## config.mk

```make
export PLATFORM = sky130hd
export DESIGN_NAME = jump_input_conditioner
export DESIGN_NICKNAME = d
export VERILOG_FILES = /design/src/rtl/dino_pkg.sv /design/src/rtl/btn_debounce.sv /design/src/rtl/jump_input_conditioner.sv
export SDC_FILE = /design/constraint.sdc
export NUM_CORES = 1
export LEC_CHECK = 0
export BUFFER_PORTS_ARGS = -buffer_cell sky130_fd_sc_hd__clkbuf_2
export CAP_MARGIN = 20
export CORE_MARGIN = 1
export CORE_UTILIZATION = 53
export CTS_CLUSTER_SIZE = 10
export DETAILED_ROUTE_END_ITERATION = 8
export PLACE_DENSITY = 0.79
export SYNTH_ARGS = -nofsm -noshare
export SYNTH_HDL_FRONTEND = slang
export SYNTH_SLANG_ARGS = --single-unit
```

## constraint.sdc

```tcl
create_clock -name clk -period 2.7 [get_ports clk]
set_clock_uncertainty 0.1 [all_clocks]
set_input_delay 0.27 -clock clk [delete_from_list [all_inputs] [get_ports clk]]
set_output_delay 0.27 -clock clk [all_outputs]
set_load 0.005 [all_outputs]
```

## src/rtl/dino_pkg.sv

```systemverilog
// rtl/dino_pkg.sv - shared types and constants for the jump button input path
package dino_pkg;

    typedef enum logic [1:0] {
        S_LOW  = 2'd0,
        S_RISE = 2'd1,
        S_HIGH = 2'd2,
        S_FALL = 2'd3
    } deb_state_e;

    localparam int R20_BTN_BITS           = 3;
    localparam int DEBOUNCE_CYCLES_100MHZ = 1000000;

endpackage

```

## src/rtl/btn_debounce.sv

```systemverilog
// rtl/btn_debounce.sv - button synchronizer plus stable-level debounce FSM
module btn_debounce
    import dino_pkg::*;
#(
    parameter int SYNC_STAGES     = 2,
    parameter int DEBOUNCE_CYCLES = DEBOUNCE_CYCLES_100MHZ
) (
    input  logic clk,
    input  logic reset,
    input  logic button_raw,
    output logic button_level
);

    localparam int CW = (DEBOUNCE_CYCLES > 1) ? $clog2(DEBOUNCE_CYCLES) : 1;
    localparam logic [CW-1:0] CNT_LAST = CW'(DEBOUNCE_CYCLES - 1);

    logic [SYNC_STAGES-1:0] sync_q, sync_d;
    deb_state_e             state_q, state_d;
    logic [CW-1:0]          cnt_q, cnt_d;
    logic                   level_q, level_d;
    logic                   btn_s;

    // Pure flop chain: nothing combinational may sit ahead of the last stage.
    assign btn_s = sync_q[SYNC_STAGES-1];

    always_comb begin
        sync_d  = {sync_q[SYNC_STAGES-2:0], button_raw};
        state_d = state_q;
        cnt_d   = cnt_q;
        case (state_q)
            S_LOW: begin
                if (btn_s) begin
                    state_d = S_RISE;
                    cnt_d   = '0;
                end
            end
            S_RISE: begin
                if (!btn_s)                state_d = S_LOW;
                else if (cnt_q == CNT_LAST) state_d = S_HIGH;
                else                       cnt_d   = cnt_q + 1'b1;
            end
            S_HIGH: begin
                if (!btn_s) begin
                    state_d = S_FALL;
                    cnt_d   = '0;
                end
            end
            S_FALL: begin
                if (btn_s)                 state_d = S_HIGH;
                else if (cnt_q == CNT_LAST) state_d = S_LOW;
                else                       cnt_d   = cnt_q + 1'b1;
            end
            default: begin
                state_d = S_LOW;
                cnt_d   = '0;
            end
        endcase
        level_d = (state_d == S_HIGH) || (state_d == S_FALL);
    end

    always_ff @(posedge clk or negedge reset) begin
        if (!reset) begin
            sync_q  <= '0;
            state_q <= S_LOW;
            cnt_q   <= '0;
            level_q <= 1'b0;
        end else begin
            sync_q  <= sync_d;
            state_q <= state_d;
            cnt_q   <= cnt_d;
            level_q <= level_d;
        end
    end

    assign button_level = level_q;

endmodule

```

## src/rtl/jump_input_conditioner.sv

```systemverilog
// rtl/jump_input_conditioner.sv - jump button to frame-aligned request; JUMP_REPEAT_EN adds hold auto-repeat
module jump_input_conditioner
    import dino_pkg::*;
#(
    parameter int SYNC_STAGES     = 2,
    parameter int DEBOUNCE_CYCLES = DEBOUNCE_CYCLES_100MHZ,
    parameter int REPEAT_FRAMES   = 30
) (
    input  logic        clk,
    input  logic        reset,
    input  logic        button_raw,
    input  logic        frame_tick,
    input  logic        jump_ack,
    output logic        button_level,
    output logic        jump_req,
    output logic        press_drop,
    output logic [31:0] r20_word
);

    if (SYNC_STAGES < 2 || DEBOUNCE_CYCLES < 1 || REPEAT_FRAMES < 1) begin : g_bad_cfg
        $error("jump_input_conditioner: invalid parameter set");
    end

    logic level_prev_q, level_prev_d;
    logic pend_q, pend_d;
    logic jump_req_q, jump_req_d;
    logic press_drop_q, press_drop_d;
    logic press_evt, promote, rep_fire;

    btn_debounce #(
        .SYNC_STAGES    (SYNC_STAGES),
        .DEBOUNCE_CYCLES(DEBOUNCE_CYCLES)
    ) u_debounce (
        .clk         (clk),
        .reset       (reset),
        .button_raw  (button_raw),
        .button_level(button_level)
    );

`ifdef JUMP_REPEAT_EN
    localparam int FW = (REPEAT_FRAMES > 1) ? $clog2(REPEAT_FRAMES) : 1;

    logic [FW-1:0] frm_cnt_q, frm_cnt_d;

    always_comb begin
        frm_cnt_d = frm_cnt_q;
        rep_fire  = 1'b0;
        if (!button_level) begin
            frm_cnt_d = '0;
        end else if (frame_tick) begin
            if (frm_cnt_q == FW'(REPEAT_FRAMES - 1)) begin
                frm_cnt_d = '0;
                rep_fire  = 1'b1;
            end else begin
                frm_cnt_d = frm_cnt_q + 1'b1;
            end
        end
    end

    always_ff @(posedge clk or negedge reset) begin
        if (!reset) frm_cnt_q <= '0;
        else        frm_cnt_q <= frm_cnt_d;
    end
`else
    assign rep_fire = 1'b0;
`endif

    // A press arriving on the promotion edge stays pending; a new request beats a same-edge ack.
    always_comb begin
        press_evt    = button_level && !level_prev_q;
        promote      = frame_tick && pend_q;
        level_prev_d = button_level;
        pend_d       = press_evt || rep_fire || (pend_q && !promote);
        press_drop_d = press_drop_q || (press_evt && pend_q);
        jump_req_d   = jump_req_q;
        if (jump_ack) jump_req_d = 1'b0;
        if (promote)  jump_req_d = 1'b1;
    end

    always_ff @(posedge clk or negedge reset) begin
        if (!reset) begin
            level_prev_q <= 1'b0;
            pend_q       <= 1'b0;
            jump_req_q   <= 1'b0;
            press_drop_q <= 1'b0;
        end else begin
            level_prev_q <= level_prev_d;
            pend_q       <= pend_d;
            jump_req_q   <= jump_req_d;
            press_drop_q <= press_drop_d;
        end
    end

    assign jump_req   = jump_req_q;
    assign press_drop = press_drop_q;
    assign r20_word   = {{(32-R20_BTN_BITS){1'b0}}, {R20_BTN_BITS{jump_req_q}}};

endmodule

```

==> reports/metrics.cfg <==
[clock_tree]
cts.sinks = 29
cts_buffer_depth = 2
cts_tree = done
cts_resized = 0
cts_root_buffer = clkbuf_4
ctsHtreeMaxLevel = 2
post-cts-setup-buffers = 0
cts.clk_slew.worst_paths_ps = 90
cts_inserted_buffers = 5
insertion_delay_ps = 330

[worst_setup_path]
crit_path_start = u_debounce.cnt_q[0]$_DFFE_PN0P_
r2r_slack_ps = 440
critPathCaptureType = flip-flop
worstPathArrival_ps = 2370
startpoint_type = flip-flop
worstSetupPathType = reg -> reg
path_max_fanout = 10
r2r_cells = 7
cp_data_required_time_ps = 2810
r2r_start = u_debounce.cnt_q[0]$_DFFE_PN0P_
endpoint = u_debounce.cnt_q[14]$_DFFE_PN0P_
r2r_end = u_debounce.cnt_q[14]$_DFFE_PN0P_

[detailed_routing]
wirelength_mm = 3.102
routed_via_density = 5.204
drcViolationCount = 0
wl_per_cell_um = 12.66
drt_pass1_iterations = 4
ant_nets = 0
drtIter0Drc = 39
via_count = 1275

[logic_synthesis]
synth_seq_cells = 29
yosys.area.top_type = dfrtp_1
yosysSeqAreaShare_pct = 42.55
synth-edff-count = 0
async_flop_share_pct = 100.0
syn_inst = 186
synth_area_leaders = dfrtp_1 (43%), buf_4 (15%), o31ai_1 (5.7%)
synth_warnings = 0
netlist_area_sq_um = 1705
yosys.area.top_type_share_pct = 42.55
synth_flop_cell = dfrtp_1
avgSynthCellArea_sq_um = 9.169
synth_cell_types = 38

[outcome]
status = completed

[global_route]
grt_max_degree = 30
antenna_found_initial = 0
grt_util_all_layers_pct = 20.10
grt_pass1_wl_mm = 5.175
first_global_vias = 1179
gr-total-overflow = 0

[finish]
num-fill-cells = 286
final_cell_mix = conb_1 (29), dfrtp_1 (29), o21ai_0 (15)
multiInputGateArea_sq_um = 775.7
synthToLayoutAreaGrowth_pct = 3.889
num_antenna_cells = 0
nNetsFinal = 206
drive_above_1_share_pct = 15.92
utilization_pct = 58.03
ff_latch_area_sq_um = 725.7

[power_and_ir_drop]
total_power_uw = 812.9
p_leak_nw = 0.7800
peakVddDrop_v = 0.0003988
power_per_cell_area_nw_per_um2 = 458.8

[timing]
tightest_slew_ps = 752.2
post-route-min-period_ps = 2264
setup_viol = 0
period_share_pct = 83.85
hold_viol = 0
rsz0062_at_grt = no
drv_slew = 0
slew_headroom_pct = 49.44
setup-tns-final_ps = 0
max_freq_mhz = 441.7

[die]
fp.dieW_um = 58.73
coreArea_sq_um = 3053
row_count = 20
start_util_pct = 55.86
io_pins = 40
die-area_sq_um = 3449
die_h_um = 58.73

[placed_design]
gp_congestion = 0.8347
dpl.hpwl_mm = 2.185
io_buffers = 10

[worst_hold_path]
min_path_type = in -> reg

[run]
maxCapViolations = 0

==> what timing repair did <==
item	4_1_cts	5_1_grt
hold endpoints to repair	30	0
hold buffers	2	0
setup endpoints to repair	0	0
==> routing by layer <==
metal / part of all wire (%) / global-route usage [%]
met3: 4.5 / 4.615
met2: 46 / 32.31
met4: 1.9 / 8.163
met1: 47 / 26.20
met5: 0 / 0
==> per-stage QoR <==
step                worst slack, ps  cells  hold slack, ps  instance area, sq um
finish                        436.2    245           39.05                  1772
global route                  270.5    245           65.21                  1772
CTS                           429.1    245           44.20                  1772
detailed placement            448.9    235           240.3                  1682
global placement              529.9    235           232.7                  1682
floorplan                     586.3    214          -125.6                  1810
==> where the power goes <==
group          leakage, nW  internal (mW)  switching [mW]
combinational        0.343         0.0199          0.0409
clock               0.0413          0.151           0.150
sequential           0.396          0.441         0.00966
==> cell usage after synthesis, types with 2 or more instances <==
| cell | instances |
|---|---|
| buf_4 | 33 |
| dfrtp_1 | 29 |
| o21ai_0 | 15 |
| nand2_1 | 14 |
| o31ai_1 | 13 |
| nor2_1 | 9 |
| a31oi_1 | 8 |
| inv_1 | 8 |
| nand3_1 | 6 |
| nand4_1 | 6 |
| a21oi_1 | 4 |
| and2_1 | 4 |
| clkbuf_1 | 3 |
| nor3_1 | 3 |
| o21ai_1 | 3 |
| a41oi_1 | 2 |
| and3_1 | 2 |
| mux2_2 | 2 |
| nand2b_1 | 2 |
| o22ai_1 | 2 |
==> logic make-up (layout without fill, tap and decap cells) <==
kind of cell | after synthesis | in the layout | share of synthesized area [%]
and+or+nand+nor | 55 | 55 | 17.54
AOI/OAI and AO/OA | 50 | 50 | 19.00
buffers and inverters | 47 | 34 | 18.12
DFF | 29 | 29 | 42.55
muxes | 2 | 2 | 1.321
adders and majority gates | 1 | 1 | 0.7336
other | 1 | 29 | 0.2199
xor gates and xnor gates | 1 | 1 | 0.5137
==> area by class of cell <==
type | instances | share of cell area (%)
multi-input combinational | 138 | 43.79
timing repair buffer | 18 | 6.497
clock inverter | 1 | 0.2825
clock buffer | 7 | 3.672
inverter | 8 | 1.695
tap | 44 | 3.107
sequential | 29 | 40.96
==> worst min-delay path by stage <==
stage                                    from                                to  slack [ps]  cells after the start
3_3_place_gp   u_debounce.sync_q[0]$_DFF_PN0_    u_debounce.sync_q[1]$_DFF_PN0_         230                      0
6_report                             jump_ack              jump_req$_DFFE_PN0P_          40                      2
5_1_grt                              jump_ack              jump_req$_DFFE_PN0P_          70                      2
4_1_cts                              jump_ack              jump_req$_DFFE_PN0P_          40                      2
2_1_floorplan                           reset              jump_req$_DFFE_PN0P_        -130                      0
3_5_place_dp                            reset  u_debounce.cnt_q[13]$_DFFE_PN0P_         240                      1
==> flip-flops by register name (all words and copies together), names as in the netlist <==
| signal | count |
|---|---|
| jump_req | 1 |
| u_debounce.cnt_q | 20 |
| u_debounce.sync_q | 2 |
| level_prev_q | 1 |
| press_drop | 1 |
| pend_q | 1 |
| u_debounce.button_level | 1 |
| u_debounce.state_q | 2 |
==> worst max-delay path, cell delays in order (launching register included) <==
cell and delay [ps]:
dfrtp_1 430, ha_1 240, nand3_2 150, or4_4 540, o21bai_4 260, or2_1 150
buf_4 170, o31ai_1 90
Note: power is estimated with default switching activity, not from simulation.
